**src/rtl/can_fault_confinement_pkg.sv**
```systemverilog
// Shared types and constants for the CAN fault-confinement unit.
package can_pkg;

    typedef enum logic [1:0] {
        ERR_ACTIVE  = 2'b00,
        ERR_PASSIVE = 2'b01,
        BUS_OFF     = 2'b10
    } err_state_t;

    // Counter operation codes carried on rx_code / tx_code
    localparam logic [1:0] CNT_HOLD = 2'b00;
    localparam logic [1:0] CNT_INC1 = 2'b01;
    localparam logic [1:0] CNT_INC8 = 2'b10;
    localparam logic [1:0] CNT_DEC1 = 2'b11;

    // Last-error codes; a larger code takes precedence
    localparam logic [2:0] LEC_NONE  = 3'd0;
    localparam logic [2:0] LEC_ACK   = 3'd1;
    localparam logic [2:0] LEC_BIT   = 3'd2;
    localparam logic [2:0] LEC_CRC   = 3'd3;
    localparam logic [2:0] LEC_FORM  = 3'd4;
    localparam logic [2:0] LEC_STUFF = 3'd5;

    // Highest-priority error code among the flags that are set
    function automatic logic [2:0] lec_encode(input logic stuff_e, input logic form_e,
                                              input logic crc_e, input logic bit_e,
                                              input logic ack_e);
        logic [2:0] code;
        code = LEC_NONE;
        if (stuff_e)     code = LEC_STUFF;
        else if (form_e) code = LEC_FORM;
        else if (crc_e)  code = LEC_CRC;
        else if (bit_e)  code = LEC_BIT;
        else if (ack_e)  code = LEC_ACK;
        return code;
    endfunction

endpackage

```
**src/rtl/can_fault_confinement_if.sv**
```systemverilog
// Signal bundle between the protocol engines / host and the fault-confinement unit.
// master: the side driving strobes, flags and host controls; slave: the unit itself.
interface can_fault_confinement_if #(
    parameter int CNT_W = 9
);
    logic             bit_en;
    logic             tx_en;
    logic             rx_bit;
    logic [1:0]       rx_code;
    logic [1:0]       tx_code;
    logic             stuff_err;
    logic             form_err;
    logic             crc_err;
    logic             bit_err;
    logic             ack_err;
    logic             auto_recover;
    logic             recover_req;
    logic             cnt_wr_en;
    logic [CNT_W-1:0] cnt_wr_tec;
    logic [CNT_W-1:0] cnt_wr_rec;
    logic             lec_clr;
    logic [CNT_W-1:0] tec;
    logic [CNT_W-1:0] rec;
    logic [1:0]       err_state;
    logic             warn;
    logic [2:0]       lec;
    logic             start_err_tx;
    logic             state_irq;
    logic             recovering;

    modport master (
        output bit_en, tx_en, rx_bit, rx_code, tx_code,
        output stuff_err, form_err, crc_err, bit_err, ack_err,
        output auto_recover, recover_req, cnt_wr_en, cnt_wr_tec, cnt_wr_rec, lec_clr,
        input  tec, rec, err_state, warn, lec, start_err_tx, state_irq, recovering
    );

    modport slave (
        input  bit_en, tx_en, rx_bit, rx_code, tx_code,
        input  stuff_err, form_err, crc_err, bit_err, ack_err,
        input  auto_recover, recover_req, cnt_wr_en, cnt_wr_tec, cnt_wr_rec, lec_clr,
        output tec, rec, err_state, warn, lec, start_err_tx, state_irq, recovering
    );
endinterface

```
**src/rtl/can_fault_confinement_recovery_counter.sv**
```systemverilog
// Bus-off recovery counter: counts runs of IDLE_BITS recessive bits and flags
// completion once RECOVERY_SEQS runs have been seen. Held cleared while not running.
module can_recovery_counter #(
    parameter int IDLE_BITS     = 11,
    parameter int RECOVERY_SEQS = 128
) (
    input  logic clk,
    input  logic rst,
    input  logic run,
    input  logic bit_en,
    input  logic rx_bit,
    output logic done
);
    localparam int BIT_W = $clog2(IDLE_BITS + 1);
    localparam int SEQ_W = $clog2(RECOVERY_SEQS + 1);
    localparam logic [BIT_W-1:0] BIT_LAST = BIT_W'(IDLE_BITS - 1);
    localparam logic [SEQ_W-1:0] SEQ_DONE = SEQ_W'(RECOVERY_SEQS);

    logic [BIT_W-1:0] bit_cnt_q, bit_cnt_d;
    logic [SEQ_W-1:0] seq_cnt_q, seq_cnt_d;

    // Next-count logic; a dominant bit restarts only the current idle run
    always_comb begin
        bit_cnt_d = bit_cnt_q;
        seq_cnt_d = seq_cnt_q;
        done      = run && (seq_cnt_q == SEQ_DONE);
        if (!run || done) begin
            bit_cnt_d = '0;
            seq_cnt_d = '0;
        end else if (bit_en) begin
            if (!rx_bit) begin
                bit_cnt_d = '0;
            end else if (bit_cnt_q == BIT_LAST) begin
                bit_cnt_d = '0;
                seq_cnt_d = seq_cnt_q + 1'b1;
            end else begin
                bit_cnt_d = bit_cnt_q + 1'b1;
            end
        end
    end

    // Counter registers
    always_ff @(posedge clk) begin
        if (rst) begin
            bit_cnt_q <= '0;
            seq_cnt_q <= '0;
        end else begin
            bit_cnt_q <= bit_cnt_d;
            seq_cnt_q <= seq_cnt_d;
        end
    end
endmodule

```
**src/rtl/can_fault_confinement.sv**
```systemverilog
// CAN fault confinement: TEC/REC maintenance, active/passive/bus-off state,
// warning and state-change interrupt, last error code, bus-off recovery.
module can_fault_confinement
    import can_pkg::*;
#(
    parameter int CNT_W         = 9,
    parameter int WARN_LIMIT    = 96,
    parameter int PASSIVE_LIMIT = 128,
    parameter int BUSOFF_LIMIT  = 256,
    parameter int REC_CLAMP     = 120,
    parameter int IDLE_BITS     = 11,
    parameter int RECOVERY_SEQS = 128
) (
    input logic                   clk,
    input logic                   rst,
    can_fault_confinement_if.slave bus
);
    if (BUSOFF_LIMIT > 2**CNT_W - 1) begin : g_limit_check
        $error("BUSOFF_LIMIT does not fit in CNT_W bits");
    end

    localparam logic [CNT_W-1:0] CNT_MAX   = {CNT_W{1'b1}};
    localparam logic [CNT_W-1:0] WARN_V    = CNT_W'(WARN_LIMIT);
    localparam logic [CNT_W-1:0] PASSIVE_V = CNT_W'(PASSIVE_LIMIT);
    localparam logic [CNT_W-1:0] BUSOFF_V  = CNT_W'(BUSOFF_LIMIT);
    localparam logic [CNT_W-1:0] CLAMP_V   = CNT_W'(REC_CLAMP);
    localparam logic [CNT_W:0]   ONE_W     = (CNT_W+1)'(1);
    localparam logic [CNT_W:0]   EIGHT_W   = (CNT_W+1)'(8);

    err_state_t       state_q, state_d, prev_state_q;
    logic [CNT_W-1:0] tec_q, tec_d, rec_q, rec_d;
    logic [CNT_W-1:0] tec_op, rec_op;
    logic [CNT_W:0]   tec_sum, rec_sum;
    logic [2:0]       lec_q, lec_d;
    logic             warn_q, warn_d, prev_warn_q;
    logic             irq_q, irq_d;
    logic             recovering_q, recovering_d;
    logic             rec_done;
    logic             any_err;

    assign any_err = bus.stuff_err | bus.form_err | bus.crc_err | bus.bit_err | bus.ack_err;

    can_recovery_counter #(
        .IDLE_BITS    (IDLE_BITS),
        .RECOVERY_SEQS(RECOVERY_SEQS)
    ) u_recovery (
        .clk   (clk),
        .rst   (rst),
        .run   (recovering_q),
        .bit_en(bus.bit_en),
        .rx_bit(bus.rx_bit),
        .done  (rec_done)
    );

    // REC result of the requested op: saturate on increment, clamp back from passive on decrement
    always_comb begin
        rec_op  = rec_q;
        rec_sum = '0;
        case (bus.rx_code)
            CNT_INC1: rec_op = (rec_q == CNT_MAX) ? CNT_MAX : rec_q + 1'b1;
            CNT_INC8: begin
                rec_sum = {1'b0, rec_q} + EIGHT_W;
                rec_op  = rec_sum[CNT_W] ? CNT_MAX : rec_sum[CNT_W-1:0];
            end
            CNT_DEC1: begin
                if (rec_q >= PASSIVE_V)  rec_op = CLAMP_V;
                else if (rec_q != '0)    rec_op = rec_q - 1'b1;
            end
            default: ;
        endcase
    end

    // TEC result of the requested op: increments stop at the bus-off limit, decrement floors at 0
    always_comb begin
        tec_op  = tec_q;
        tec_sum = '0;
        case (bus.tx_code)
            CNT_INC1, CNT_INC8: begin
                tec_sum = {1'b0, tec_q} + ((bus.tx_code == CNT_INC8) ? EIGHT_W : ONE_W);
                tec_op  = (tec_sum >= {1'b0, BUSOFF_V}) ? BUSOFF_V : tec_sum[CNT_W-1:0];
            end
            CNT_DEC1: if (tec_q != '0) tec_op = tec_q - 1'b1;
            default: ;
        endcase
    end

    // Counter, state, recovery, warning, LEC and interrupt next-state logic
    always_comb begin
        tec_d        = tec_q;
        rec_d        = rec_q;
        state_d      = state_q;
        recovering_d = recovering_q;
        if (state_q == BUS_OFF) begin
            tec_d = BUSOFF_V;
            if (rec_done) begin
                tec_d        = '0;
                rec_d        = '0;
                state_d      = ERR_ACTIVE;
                recovering_d = 1'b0;
            end else if (bus.recover_req) begin
                recovering_d = 1'b1;
            end
        end else begin
            if (bus.cnt_wr_en) begin
                tec_d = bus.cnt_wr_tec;
                rec_d = bus.cnt_wr_rec;
            end else begin
                if (bus.bit_en) rec_d = rec_op;
                if (bus.tx_en)  tec_d = tec_op;
            end
            if (tec_d >= BUSOFF_V)
                state_d = BUS_OFF;
            else if (tec_d >= PASSIVE_V || rec_d >= PASSIVE_V)
                state_d = ERR_PASSIVE;
            else
                state_d = ERR_ACTIVE;
            recovering_d = (state_d == BUS_OFF) && bus.auto_recover;
        end

        warn_d = (tec_d >= WARN_V) || (rec_d >= WARN_V);

        lec_d = lec_q;
        if ((bus.bit_en || bus.tx_en) && any_err)
            lec_d = lec_encode(bus.stuff_err, bus.form_err, bus.crc_err, bus.bit_err, bus.ack_err);
        else if (bus.lec_clr)
            lec_d = LEC_NONE;

        // Pulse follows the visible change of err_state / rising warn by one cycle
        irq_d = (state_q != prev_state_q) || (warn_q && !prev_warn_q);
    end

    // State register bank
    always_ff @(posedge clk) begin
        if (rst) begin
            state_q      <= ERR_ACTIVE;
            prev_state_q <= ERR_ACTIVE;
            tec_q        <= '0;
            rec_q        <= '0;
            lec_q        <= LEC_NONE;
            warn_q       <= 1'b0;
            prev_warn_q  <= 1'b0;
            irq_q        <= 1'b0;
            recovering_q <= 1'b0;
        end else begin
            state_q      <= state_d;
            prev_state_q <= state_q;
            tec_q        <= tec_d;
            rec_q        <= rec_d;
            lec_q        <= lec_d;
            warn_q       <= warn_d;
            prev_warn_q  <= warn_q;
            irq_q        <= irq_d;
            recovering_q <= recovering_d;
        end
    end

    assign bus.tec          = tec_q;
    assign bus.rec          = rec_q;
    assign bus.err_state    = state_q;
    assign bus.warn         = warn_q;
    assign bus.lec          = lec_q;
    assign bus.state_irq    = irq_q;
    assign bus.recovering   = recovering_q;
    assign bus.start_err_tx = any_err && (state_q != BUS_OFF);

endmodule

```
**src/flat_wrapper.sv**
```systemverilog
// flat-port wrapper written by rule: the top's interface ports become plain ports
module can_fault_confinement_flat import can_pkg::*;
#(
    parameter int CNT_W         = 9,
    parameter int WARN_LIMIT    = 96,
    parameter int PASSIVE_LIMIT = 128,
    parameter int BUSOFF_LIMIT  = 256,
    parameter int REC_CLAMP     = 120,
    parameter int IDLE_BITS     = 11,
    parameter int RECOVERY_SEQS = 128
)
  (clk, rst, bus_bit_en, bus_tx_en, bus_rx_bit, bus_rx_code, bus_tx_code, bus_stuff_err, bus_form_err, bus_crc_err, bus_bit_err, bus_ack_err, bus_auto_recover, bus_recover_req, bus_cnt_wr_en, bus_cnt_wr_tec, bus_cnt_wr_rec, bus_lec_clr, bus_tec, bus_rec, bus_err_state, bus_warn, bus_lec, bus_start_err_tx, bus_state_irq, bus_recovering);
  can_fault_confinement_if #(.CNT_W(CNT_W)) bus_i ();
  input logic clk;
  input logic rst;
  input wire logic [$bits(bus_i.bit_en)-1:0] bus_bit_en;
  input wire logic [$bits(bus_i.tx_en)-1:0] bus_tx_en;
  input wire logic [$bits(bus_i.rx_bit)-1:0] bus_rx_bit;
  input wire logic [$bits(bus_i.rx_code)-1:0] bus_rx_code;
  input wire logic [$bits(bus_i.tx_code)-1:0] bus_tx_code;
  input wire logic [$bits(bus_i.stuff_err)-1:0] bus_stuff_err;
  input wire logic [$bits(bus_i.form_err)-1:0] bus_form_err;
  input wire logic [$bits(bus_i.crc_err)-1:0] bus_crc_err;
  input wire logic [$bits(bus_i.bit_err)-1:0] bus_bit_err;
  input wire logic [$bits(bus_i.ack_err)-1:0] bus_ack_err;
  input wire logic [$bits(bus_i.auto_recover)-1:0] bus_auto_recover;
  input wire logic [$bits(bus_i.recover_req)-1:0] bus_recover_req;
  input wire logic [$bits(bus_i.cnt_wr_en)-1:0] bus_cnt_wr_en;
  input wire logic [$bits(bus_i.cnt_wr_tec)-1:0] bus_cnt_wr_tec;
  input wire logic [$bits(bus_i.cnt_wr_rec)-1:0] bus_cnt_wr_rec;
  input wire logic [$bits(bus_i.lec_clr)-1:0] bus_lec_clr;
  output wire logic [$bits(bus_i.tec)-1:0] bus_tec;
  output wire logic [$bits(bus_i.rec)-1:0] bus_rec;
  output wire logic [$bits(bus_i.err_state)-1:0] bus_err_state;
  output wire logic [$bits(bus_i.warn)-1:0] bus_warn;
  output wire logic [$bits(bus_i.lec)-1:0] bus_lec;
  output wire logic [$bits(bus_i.start_err_tx)-1:0] bus_start_err_tx;
  output wire logic [$bits(bus_i.state_irq)-1:0] bus_state_irq;
  output wire logic [$bits(bus_i.recovering)-1:0] bus_recovering;
  assign bus_i.bit_en = bus_bit_en;
  assign bus_i.tx_en = bus_tx_en;
  assign bus_i.rx_bit = bus_rx_bit;
  assign bus_i.rx_code = bus_rx_code;
  assign bus_i.tx_code = bus_tx_code;
  assign bus_i.stuff_err = bus_stuff_err;
  assign bus_i.form_err = bus_form_err;
  assign bus_i.crc_err = bus_crc_err;
  assign bus_i.bit_err = bus_bit_err;
  assign bus_i.ack_err = bus_ack_err;
  assign bus_i.auto_recover = bus_auto_recover;
  assign bus_i.recover_req = bus_recover_req;
  assign bus_i.cnt_wr_en = bus_cnt_wr_en;
  assign bus_i.cnt_wr_tec = bus_cnt_wr_tec;
  assign bus_i.cnt_wr_rec = bus_cnt_wr_rec;
  assign bus_i.lec_clr = bus_lec_clr;
  assign bus_tec = bus_i.tec;
  assign bus_rec = bus_i.rec;
  assign bus_err_state = bus_i.err_state;
  assign bus_warn = bus_i.warn;
  assign bus_lec = bus_i.lec;
  assign bus_start_err_tx = bus_i.start_err_tx;
  assign bus_state_irq = bus_i.state_irq;
  assign bus_recovering = bus_i.recovering;
  can_fault_confinement #(.CNT_W(CNT_W), .WARN_LIMIT(WARN_LIMIT), .PASSIVE_LIMIT(PASSIVE_LIMIT), .BUSOFF_LIMIT(BUSOFF_LIMIT), .REC_CLAMP(REC_CLAMP), .IDLE_BITS(IDLE_BITS), .RECOVERY_SEQS(RECOVERY_SEQS)) u_core (.clk(clk), .rst(rst), .bus(bus_i));
endmodule
```
**config.mk**
```make
export PLATFORM = sky130hd
export DESIGN_NAME = can_fault_confinement_flat
export DESIGN_NICKNAME = d
export VERILOG_FILES = /design/src/rtl/can_fault_confinement_pkg.sv /design/src/rtl/can_fault_confinement_if.sv /design/src/rtl/can_fault_confinement_recovery_counter.sv /design/src/rtl/can_fault_confinement.sv /design/src/flat_wrapper.sv
export SDC_FILE = /design/constraint.sdc
export NUM_CORES = 1
export LEC_CHECK = 0
export BUFFER_PORTS_ARGS = -buffer_cell sky130_fd_sc_hd__buf_2
export CORE_ASPECT_RATIO = 0.7
export CORE_UTILIZATION = 50
export DETAILED_ROUTE_END_ITERATION = 10
export HOLD_SLACK_MARGIN = 0.03
export PLACE_DENSITY_LB_ADDON = 0.3
export SKIP_CTS_REPAIR_TIMING = 1
export SLEW_MARGIN = 20
export SYNTH_ARGS = -nofsm -noshare
export SYNTH_HDL_FRONTEND = slang
export SYNTH_SLANG_ARGS = --single-unit
```
**constraint.sdc**
```tcl
create_clock -name clk -period 5 [get_ports clk]
set_clock_uncertainty 0.1 [all_clocks]
set_input_delay 0.5 -clock clk [delete_from_list [all_inputs] [get_ports clk]]
set_output_delay 0.5 -clock clk [all_outputs]
set_load 0.02 [all_outputs]
```
=== Yosys cells after proc, flatten, opt, wreduce, memory -nomap -nowiden ===
Cells that the tools add are included.

* Bits in registers: 41
* Bits in latches: 0
* Memory bits (writable): 0
* Bits in read-only memories: 0
* Input port bits: 36
* Output and inout port bits: 27
* Memories: 0

* Add/subtract/negate cells: 7
* Multiply operators: 0
* Divide/modulo/power cells: 0
* $lt $le $gt $ge: 7
* Equality and inequality tests: 15
* Shift operators: 0
* Mux-type cells: 36
* Bitwise operators: 4
* Reduce and logical (&&, ||, !) cells: 18

{| class="wikitable"
|+ Operator list
! kind !! count
|-
| $mux W9 || 16
|-
| $ge A9 B8 Y1 const B || 3
|-
| $pmux W9 S3 || 1
|-
| $ge A9 B7 Y1 const B || 2
|-
| $mux W3 || 6
|-
| $pmux W9 S2 || 1
|-
| $reduce_bool A9 Y1 || 2
|-
| $sub A9 B1 Y9 const B || 2
|-
| $eq A2 B2 Y1 const B || 6
|-
| $mux W4 || 3
|-
| $add A9 B10 Y10 || 1
|-
| $add A9 B4 Y10 const B || 1
|-
| $ge A10 B9 Y1 const B || 1
|-
| $add A9 B1 Y9 const B || 1
|-
| $eq A9 B9 Y1 const B || 1
|-
| $ge A9 B9 Y1 const B || 1
|-
| $add A8 B1 Y8 const B || 1
|-
| $eq A8 B8 Y1 const B || 1
|-
| $mux W2 || 4
|-
| $logic_and A1 B1 Y1 || 5
|-
| $logic_or A1 B1 Y1 || 5
|-
| $mux W1 || 5
|-
| $add A4 B1 Y4 const B || 1
|-
| $eq A2 B1 Y1 const B || 2
|-
| other kinds (10) || 15
|}

=== Depth between registers and ports, before layout ===
Gate-level depths: netlist (run 1).

* Word-level depth: 17
* Mapped depth: 11
* Depth with buffers taken out: 11

=== By module ===
A second synthesis (run 1) with hierarchy kept.

* Cell total of the unflattened synthesis: 447
* Area, all modules: 3357.0 µm²

{| class="wikitable"
|+ Modules (own cells, without submodules)
! module !! instances !! cells each !! area an instance (µm²) !! sequential area each (µm²)
|-
| can_fault_confinement || 1 || 368 || 2672.6 || 580.6
|-
| can_recovery_counter || 1 || 79 || 684.4 || 240.2
|}

=== Worst setup path after synthesis (run 1) ===
No wires, ideal clock.

* Path type: input-to-reg
* Start: input bus_tx_code[0]
* End: register u_core.warn_q (netlist: u_core.bus.warn)
* Setup time: 0.064 ns
* Data arrival time: 2.361 ns
* Path slack: 2.476 ns
* Cell stages on the path: 11
* Cells stage by stage: inv_1 > ha_1 > inv_1 > ha_1 > ha_1 > nand3_1 > o41ai_4 > o221ai_1 > a31o_1 > o2bb2a_4 > nand4_1

* Word-level cells in the longest chain between the ends: 12
* Elaborated cells between the ends (all ways): 15

{| class="wikitable"
|+ Ends and longest elaborated chain
! what !! RTL line !! text
|-
| start, declared || flat_wrapper.sv:20 || <nowiki>input wire logic [$bits(bus_i.tx_code)-1:0] bus_tx_code;</nowiki>
|-
| $eq A2 B2 Y1 || can_fault_confinement.sv:77, can_fault_confinement.sv:79 ||
|-
| $mux W4 || can_fault_confinement.sv:79 || <nowiki>tec_sum = {1'b0, tec_q} + ((bus.tx_code == CNT_INC8) ? EIGHT_W : ONE_W);</nowiki>
|-
| $add A9 B10 Y10 || can_fault_confinement.sv:79 ||
|-
| $ge A10 B9 Y1 || can_fault_confinement.sv:80 || <nowiki>tec_op = (tec_sum >= {1'b0, BUSOFF_V}) ? BUSOFF_V : tec_sum[CNT_W-1:0];</nowiki>
|-
| $mux W9 || can_fault_confinement.sv:80 ||
|-
| $pmux W9 S2 * || can_fault_confinement.sv:77 || <nowiki>case (bus.tx_code)</nowiki>
|-
| $mux W9 * || can_fault_confinement.sv:109 || <nowiki>if (bus.tx_en) tec_d = tec_op;</nowiki>
|-
| $mux W9 * || can_fault_confinement.sv:104 || <nowiki>if (bus.cnt_wr_en) begin</nowiki>
|-
| $mux W9 * (2 in a row) || can_fault_confinement.sv:93 || <nowiki>if (state_q == BUS_OFF) begin</nowiki>
|-
| $ge A9 B7 Y1 * || can_fault_confinement.sv:120 || <nowiki>warn_d = (tec_d >= WARN_V) || (rec_d >= WARN_V);</nowiki>
|-
| $logic_or A1 B1 Y1 * || can_fault_confinement.sv:120 ||
|-
| end signal, assigned || can_fault_confinement.sv:150 || <nowiki>warn_q <= warn_d;</nowiki>
|-
| end, declared || can_fault_confinement.sv:35 || <nowiki>logic warn_q, warn_d, prev_warn_q;</nowiki>
|}

Mark *: on every way between the ends. The rest lies on a longest branch, timed or not. The select of a mux whose other input is x is not followed.
A chain may end at the register's enable or synchronous reset.

=== Worst setup path in the final report (run 1) ===
Same ends and word-level chain as after synthesis.

==> results.json, run 1 <==
{
  "run_status": "finished clean",
  "setup_violating_endpoint_count_in_the_final_report": 0,
  "layout-area-overhead-vs-synth_pct": 12.7,
  "holdCritStartpoint": "bus_cnt_wr_tec[1]",
  "syn-mean-instance-area_um2": 7.47,
  "post_layout_nonfiller_instances": 581,
  "clock_power_share_pct": 26.7,
  "detailed_place_hpwl_um": 7030,
  "p_per_area_mw_per_mm2": 257,
  "antennaDiodeCount": 0,
  "setup.worst_path.start_class": "primary input",
  "post-route-min-period_ps": 2670,
  "timing.hold.worst_endpoint": "u_core.bus.tec[1]$_SDFF_PP0_",
  "preCtsSetupSlack_ps": 2070,
  "required_ps": 5150,
  "horiz_die_dim_um": 99.4,
  "cts.path.max_buffers": 2,
  "core_mm2": 0.00634,
  "timing.critical_path.fanout_max": 4,
  "timing_worst_slew_pin_value_ps": 872,
  "footprint_of_the_multi_input_gates_mm2": 0.00230,
  "grt_use_total_pct": 28.6,
  "fmax_ghz": 0.375,
  "fp.dieH_um": 70.2,
  "min-delay-path-class": "in2reg",
  "grt_antenna_before_repair": 0,
  "rows": 24,
  "critPathTopFamily": "compound AO/OA/AOI/OAI gates",
  "combPwrFrac_pct": 31.2,
  "overall_power_after_layout_mw": 0.964,
  "timing.hold.worst_path_depth": 3,
  "sequential_area_um2": 821,
  "yosys_most_used_dff": "dfxtp_1",
  "layout_worst_path_cycle_share_pct": 53.4,
  "power_switching_mw": 0.363,
  "route.vias.total": 3685,
  "power_switching_share_pct": 37.7,
  "detail_route.iter0.violations": 437,
  "critical_path.cell_chain": "buf_2, inv_1, ha_1, inv_1, ha_1, ha_1, nand3_1, o41ai_4, o221ai_1, a31o_1, o2bb2a_4, nand4_1",
  "synth.yosys.seq_area_share_pct": 24.7,
  "clock_pin_slew_of_the_registers_on_the_worst_case_setup_and_hold_paths_ps": 90,
  "route.final.wire_length_um": 9780,
  "totalNegativeSetupSlack_ps": 0,
  "drtAntennaViolNets": 0,
  "initial_core_util_pct": 52.4,
  "internal_power_mw": 0.601,
  "ir_drop_uv": 133,
  "port_buffers": 62,
  "drt_pass1_iterations": 6,
  "critical_path.endpoint_type": "register",
  "worst_r2r_startpoint": "u_core.bus.rec[0]$_SDFF_PP0_",
  "cts_max_level": 2,
  "setup_slack_ps": 2330,
  "cell_with_the_largest_stage_delay_on_the_worst_path": "o41ai_4",
  "report.final.slew_viol_count": 0,
  "grt_pass1_wl_um": 16000,
  "dieArea_mm2": 0.00698,
  "rsz0062_at_grt": "no",
  "syn-cell-area_mm2": 0.00332,
  "worstSetupPathType": "in2reg",
  "synth_enable_flop_cells": 0,
  "holdWs_ps": 335,
  "routabilityCongestion": 0.909,
  "tritoncts.num_buffers": 5,
  "share_seq_of_total_power_pct": 42.0,
  "critical_path.most_common_cell": "ha_1",
  "grt_pass1_vias": 3299,
  "detailed_route_vias_per_instance": 6.34,
  "r2r-end": "u_core.bus.warn$_SDFF_PP0_",
  "worst-r2r-cell-count": 8,
  "finalNetCount": 541,
  "maximum_number_of_pins_on_one_net_before_global_route_repair": 25,
  "synth.ff_latch_count": 41,
  "reg2reg_setup_slack_ps": 2470,
  "drc_errors": 0,
  "placed_cells_incl_taps": 573,
  "pin_count": 63,
  "max_cap_violations": 0,
  "detail_route.wl_per_cell_um": 16.8,
  "crit_buf_inv": 3,
  "cpPeakStageDelay_ps": 470,
  "power_leakage_nw": 1.47,
  "cts_root_buffer": "clkbuf_8",
  "netlist_instances": 445,
  "mappedNetlistNets": 497,
  "filler_cell_count": 597,
  "cp.arrival_ps": 2820,
  "finalHoldViolations": 0,
  "synth.lib_cells_used.distinct": 72,
  "tritoncts": "yes",
  "global_route.overflow_total": 0,
  "slew_headroom_pct": 41.7,
  "yosysWarningCount": 0,
  "cts_sinks": 41,
  "drive_above_1_share_pct": 19.0,
  "clkLatencyLatePin_ps": 310,
  "synth-async-reset-ratio_pct": 0
}
## cells in the final DEF (no fill, tap or decap), types with 9 or more instances in the layout
cell type	instances
a21oi_1	33
buf_2	62
dfxtp_1	41
ha_1	16
inv_1	23
nand2_1	34
nand2b_1	10
nand3_1	21
nand4_1	9
nor2_1	45
nor2b_1	10
o21ai_0	37
## kinds of logic after synthesis
kind of cell,share of synthesized area [%]
simple gates,28.2
compound gates,30.5
buf+inv,6.02
flops,24.7
fa+ha+maj,6.02
xor+xnor,3.69
mux,0.941
## tightest hold or removal path, stage by stage
cell     delay, ps
buf_2          100
nand2_1         50
a21oi_1         50
## area by class of cell
| type | instances | area share (%) |
|---|---|---|
| clock buffer | 7 | 2.57 |
| clock inverter | 1 | 0.234 |
| inverter | 23 | 2.30 |
| multi-input combinational | 355 | 61.5 |
| sequential | 41 | 21.9 |
| tap | 91 | 3.04 |
| timing repair buffer | 63 | 8.48 |
## cell usage after synthesis, drive strengths merged, types with 4 or more instances
master | count | area share, %
dfxtp | 41 | 25
a41oi | 4 | 1.1
or3 | 8 | 1.5
a31oi | 7 | 1.3
o221ai | 6 | 1.6
o21a | 6 | 1.4
a211oi | 6 | 1.4
nor4b | 4 | 1.2
nand2b | 10 | 1.9
nor3b | 4 | 0.90
clkbuf | 16 | 1.8
nand4 | 9 | 1.7
xnor2 | 8 | 2.1
a21oi | 33 | 5.0
buf | 10 | 1.6
inv | 23 | 2.6
nand2 | 34 | 3.8
a31o | 5 | 1.3
o21ai | 42 | 6.6
nor2 | 45 | 5.1
and3 | 5 | 0.98
nor4 | 6 | 1.3
nand3 | 21 | 3.2
nor3 | 7 | 1.1
ha | 16 | 6.0
o211ai | 6 | 1.8
xor2 | 6 | 1.6
nor2b | 10 | 1.9
## worst max-delay path by stage
stage          cells past startpoint                         end  slack (ps)           start
2_1_floorplan                     11  u_core.bus.warn$_SDFF_PP0_        2480  bus_tx_code[0]
4_1_cts                           12  u_core.bus.warn$_SDFF_PP0_        2370  bus_tx_code[0]
6_report                          12  u_core.bus.warn$_SDFF_PP0_        2330  bus_tx_code[0]
3_5_place_dp                      12  u_core.bus.warn$_SDFF_PP0_        2070  bus_tx_code[0]
5_1_grt                           12  u_core.bus.warn$_SDFF_PP0_        2180  bus_tx_code[0]
3_3_place_gp                      12  u_core.bus.warn$_SDFF_PP0_        2200  bus_tx_code[0]
## power by group through the flow
stage,combinational (mW),clock (mW),sequential [mW]
floorplan,0.211,0,0.404
global route,0.328,0.271,0.410
finish,0.301,0.258,0.405
global placement,0.289,0,0.409
CTS,0.296,0.259,0.402
detailed placement,0.295,0,0.410
## stage by stage
step / instance area (µm²) / util, %
2_1_floorplan: 3320 / -
3_3_place_gp: 3640 / 57.5
3_5_place_dp: 3640 / 57.5
4_1_cts: 3750 / 59.1
5_1_grt: 3750 / 59.1
6_report: 3750 / 59.1
## per-layer routing
layer	global-route usage (%)	share of wire, %
met3	6.41	11
met1	43.2	47
met2	39.9	40
met5	0	0
met4	8.33	1.5
## flip-flops by register name, summed over array words and instances, names as in the netlist
signal	count
u_core.bus.rec	9
u_core.bus.err_state	2
u_core.bus.lec	3
u_core.u_recovery.bit_cnt_q	4
u_core.u_recovery.seq_cnt_q	8
u_core.prev_state_q	2
u_core.bus.warn	1
u_core.bus.state_irq	1
u_core.prev_warn_q	1
u_core.bus.recovering	1
u_core.bus.tec	9
Power figures use the tool's default switching activity.
==> run 2, diff against run 1 <==
==> constraint.sdc (replaced) <==
create_clock -name clk -period 2.2 [get_ports clk]
set_clock_uncertainty 0.1 [all_clocks]
set_input_delay 0.22 -clock clk [delete_from_list [all_inputs] [get_ports clk]]
set_output_delay 0.22 -clock clk [all_outputs]
set_load 0.02 [all_outputs]
==> run 2 against run 1 <==
The run now ends with setup timing left; hold slack got worse by 290 ps; clock power increased by 120%; global-route usage increased by 2.5 points; non-clock buffer count increased by 58; sequential power increased by 120%; sequential share of layout area decreased by 3.0 points; critical path depth decreased by 3; count of clock-buffer cells in the layout unchanged; design area increased by 18%.
==> results.json, run 2 (synthesized netlist as in run 1, its figures left out) <==
{
  "layout.cells.most_common_list": "62 x buf_2, 58 x buf_4, 45 x nor2_1, 36 x o21ai_0",
  "grt_antenna_before_repair": 0,
  "critical_path.cell_chain": "inv_2, ha_4, or3b_4, buf_4, nor4_2, o21ai_4, a41oi_2, o22ai_1, nand4_1",
  "min-delay-path-class": "in2reg",
  "layout.cells.most_common": "buf_2",
  "rows": 24,
  "post-route-min-period_ps": 2250,
  "tritoncts": "yes",
  "initial_core_util_pct": 52.4,
  "detail_route.wl_per_cell_um": 17.9,
  "detailed_place_hpwl_um": 8210,
  "slew_headroom_pct": 59.0,
  "violations": "setup timing",
  "clock_pin_slew_of_the_registers_on_the_worst_case_setup_and_hold_paths_ps": 90,
  "footprint_of_the_multi_input_gates_mm2": 0.00251,
  "finalNetCount": 599,
  "detail_route.iter0.violations": 506,
  "antennaDiodeCount": 0,
  "grt_pass1_vias": 3500,
  "detailed_route_vias_per_instance": 6.21,
  "horiz_die_dim_um": 99.4,
  "drive_above_1_share_pct": 34.5,
  "fp.dieH_um": 70.2,
  "pin_count": 63,
  "cpPeakStageDelay_ps": 380,
  "layout_worst_path_cycle_share_pct": 102,
  "dieArea_mm2": 0.00698,
  "finalInstanceArea_mm2": 0.00442,
  "max_cap_violations": 0,
  "global_route.overflow_total": 0,
  "cp.arrival_ps": 2380,
  "worstSetupPathType": "reg2reg",
  "setup_violating_endpoint_count_in_the_final_report": 1,
  "placement.cell_area_mm2": 0.00404,
  "totalNegativeSetupSlack_ps": -46.5,
  "route.final.wire_length_um": 11400,
  "drtAntennaViolNets": 0,
  "cts.path.max_buffers": 2,
  "maximum_number_of_pins_on_one_net_before_global_route_repair": 22,
  "grt_use_total_pct": 31.1,
  "required_ps": 2330,
  "port_buffers": 62,
  "run_status": "complete, but fails checks",
  "filler_cell_count": 520,
  "p_per_area_mw_per_mm2": 551,
  "cell_with_the_largest_stage_delay_on_the_worst_path": "or3b_4",
  "critical_path.endpoint_type": "register",
  "rsz0062_at_grt": "yes",
  "core_mm2": 0.00634,
  "tritoncts.num_buffers": 5,
  "gr-usage-met3_pct": 6.11,
  "ir_drop_uv": 366,
  "grt_use_met1_pct": 46.3,
  "layout-area-overhead-vs-synth_pct": 33.1,
  "holdWs_ps": 43.4,
  "timing_worst_slew_pin_value_ps": 612,
  "cts_sinks": 41,
  "timing.critical_path.fanout_max": 3,
  "route.vias.total": 3969,
  "report.final.slew_viol_count": 0,
  "drt_pass1_iterations": 5,
  "fmax_ghz": 0.445,
  "setup.worst_path.start_class": "register",
  "power_leakage_nw": 1.78,
  "cts_root_buffer": "clkbuf_8",
  "top_usage_layer": "met1",
  "setup_slack_ps": -46.5,
  "grtUsageMet2_pct": 45.6,
  "drc_errors": 0,
  "overall_power_after_layout_mw": 2.44,
  "grt_pass1_wl_um": 17300,
  "routabilityCongestion": 0.998,
  "cts_max_level": 2,
  "sequential_area_um2": 835,
  "finalHoldViolations": 0,
  "clkLatencyLatePin_ps": 300
}
-- run 2: cell types whose count changed in the layout (fill, tap and decap cells not counted), moves of 3 or more --
| cell | previous run | this run |
|---|---|---|
| dfxtp_1 | 41 | 34 |
| dfxtp_2 | 0 | 5 |
| inv_1 | 23 | 20 |
| ha_2 | 0 | 4 |
| ha_4 | 0 | 5 |
| ha_1 | 16 | 7 |
| buf_4 | 1 | 58 |
-- run 2: worst paths after layout --
path | startpoint | end | slack, ps | depth (start not counted)
worst max-delay path | u_core.bus.rec[1]$_SDFF_PP0_ | u_core.bus.warn$_SDFF_PP0_ | -50 | 9
worst min-delay path | bus_cnt_wr_tec[1] | u_core.bus.tec[1]$_SDFF_PP0_ | 40 | 3
worst max register to register | u_core.bus.rec[1]$_SDFF_PP0_ | u_core.bus.warn$_SDFF_PP0_ | -50 | 9
worst min register to register | u_core.bus.lec[2]$_SDFFE_PP0P_ | u_core.bus.lec[2]$_SDFFE_PP0P_ | 380 | 2
-- run 2: where the power goes --
part	total, mW	internal, mW	leakage, nW	switching (mW)
registers	0.877	0.796	0.340	0.0807
logic	0.987	0.438	1.38	0.548
clock network	0.574	0.290	0.0549	0.284
-- run 2: metal layers --
| layer | wire, µm | share of wire (%) |
|---|---|---|
| met1 | 4900 | 43 |
| met5 | 0 | 0 |
| met2 | 4860 | 42 |
| met4 | 248 | 2.2 |
| met3 | 1440 | 13 |
-- run 2: stage by stage --
stage | instances | util (%) | worst slack, ps
global placement | 625 | 63.7 | -177
floorplan | 445 | - | 3.11
detailed placement | 625 | 63.7 | -283
CTS | 633 | 65.4 | -102
global route | 639 | 69.8 | -155
finish | 639 | 69.8 | -46.5
-- run 2: area by class of cell --
cell class	count	area share, %
sequential	41	18.9
clock inverter	1	0.198
multi-input combinational	355	56.8
clock buffer	7	2.18
inverter	23	2.01
tap	91	2.57
timing repair buffer	121	17.3
-- run 2: worst max-delay path, delay by kind of cell, from the launching register on --
kind                       cells  cell delay, ps
and+or+nand+nor                3             850
AOI/OAI and AO/OA              3             500
DFF                            1             330
buffers and inverters          2             250
adders and majority gates      1             140
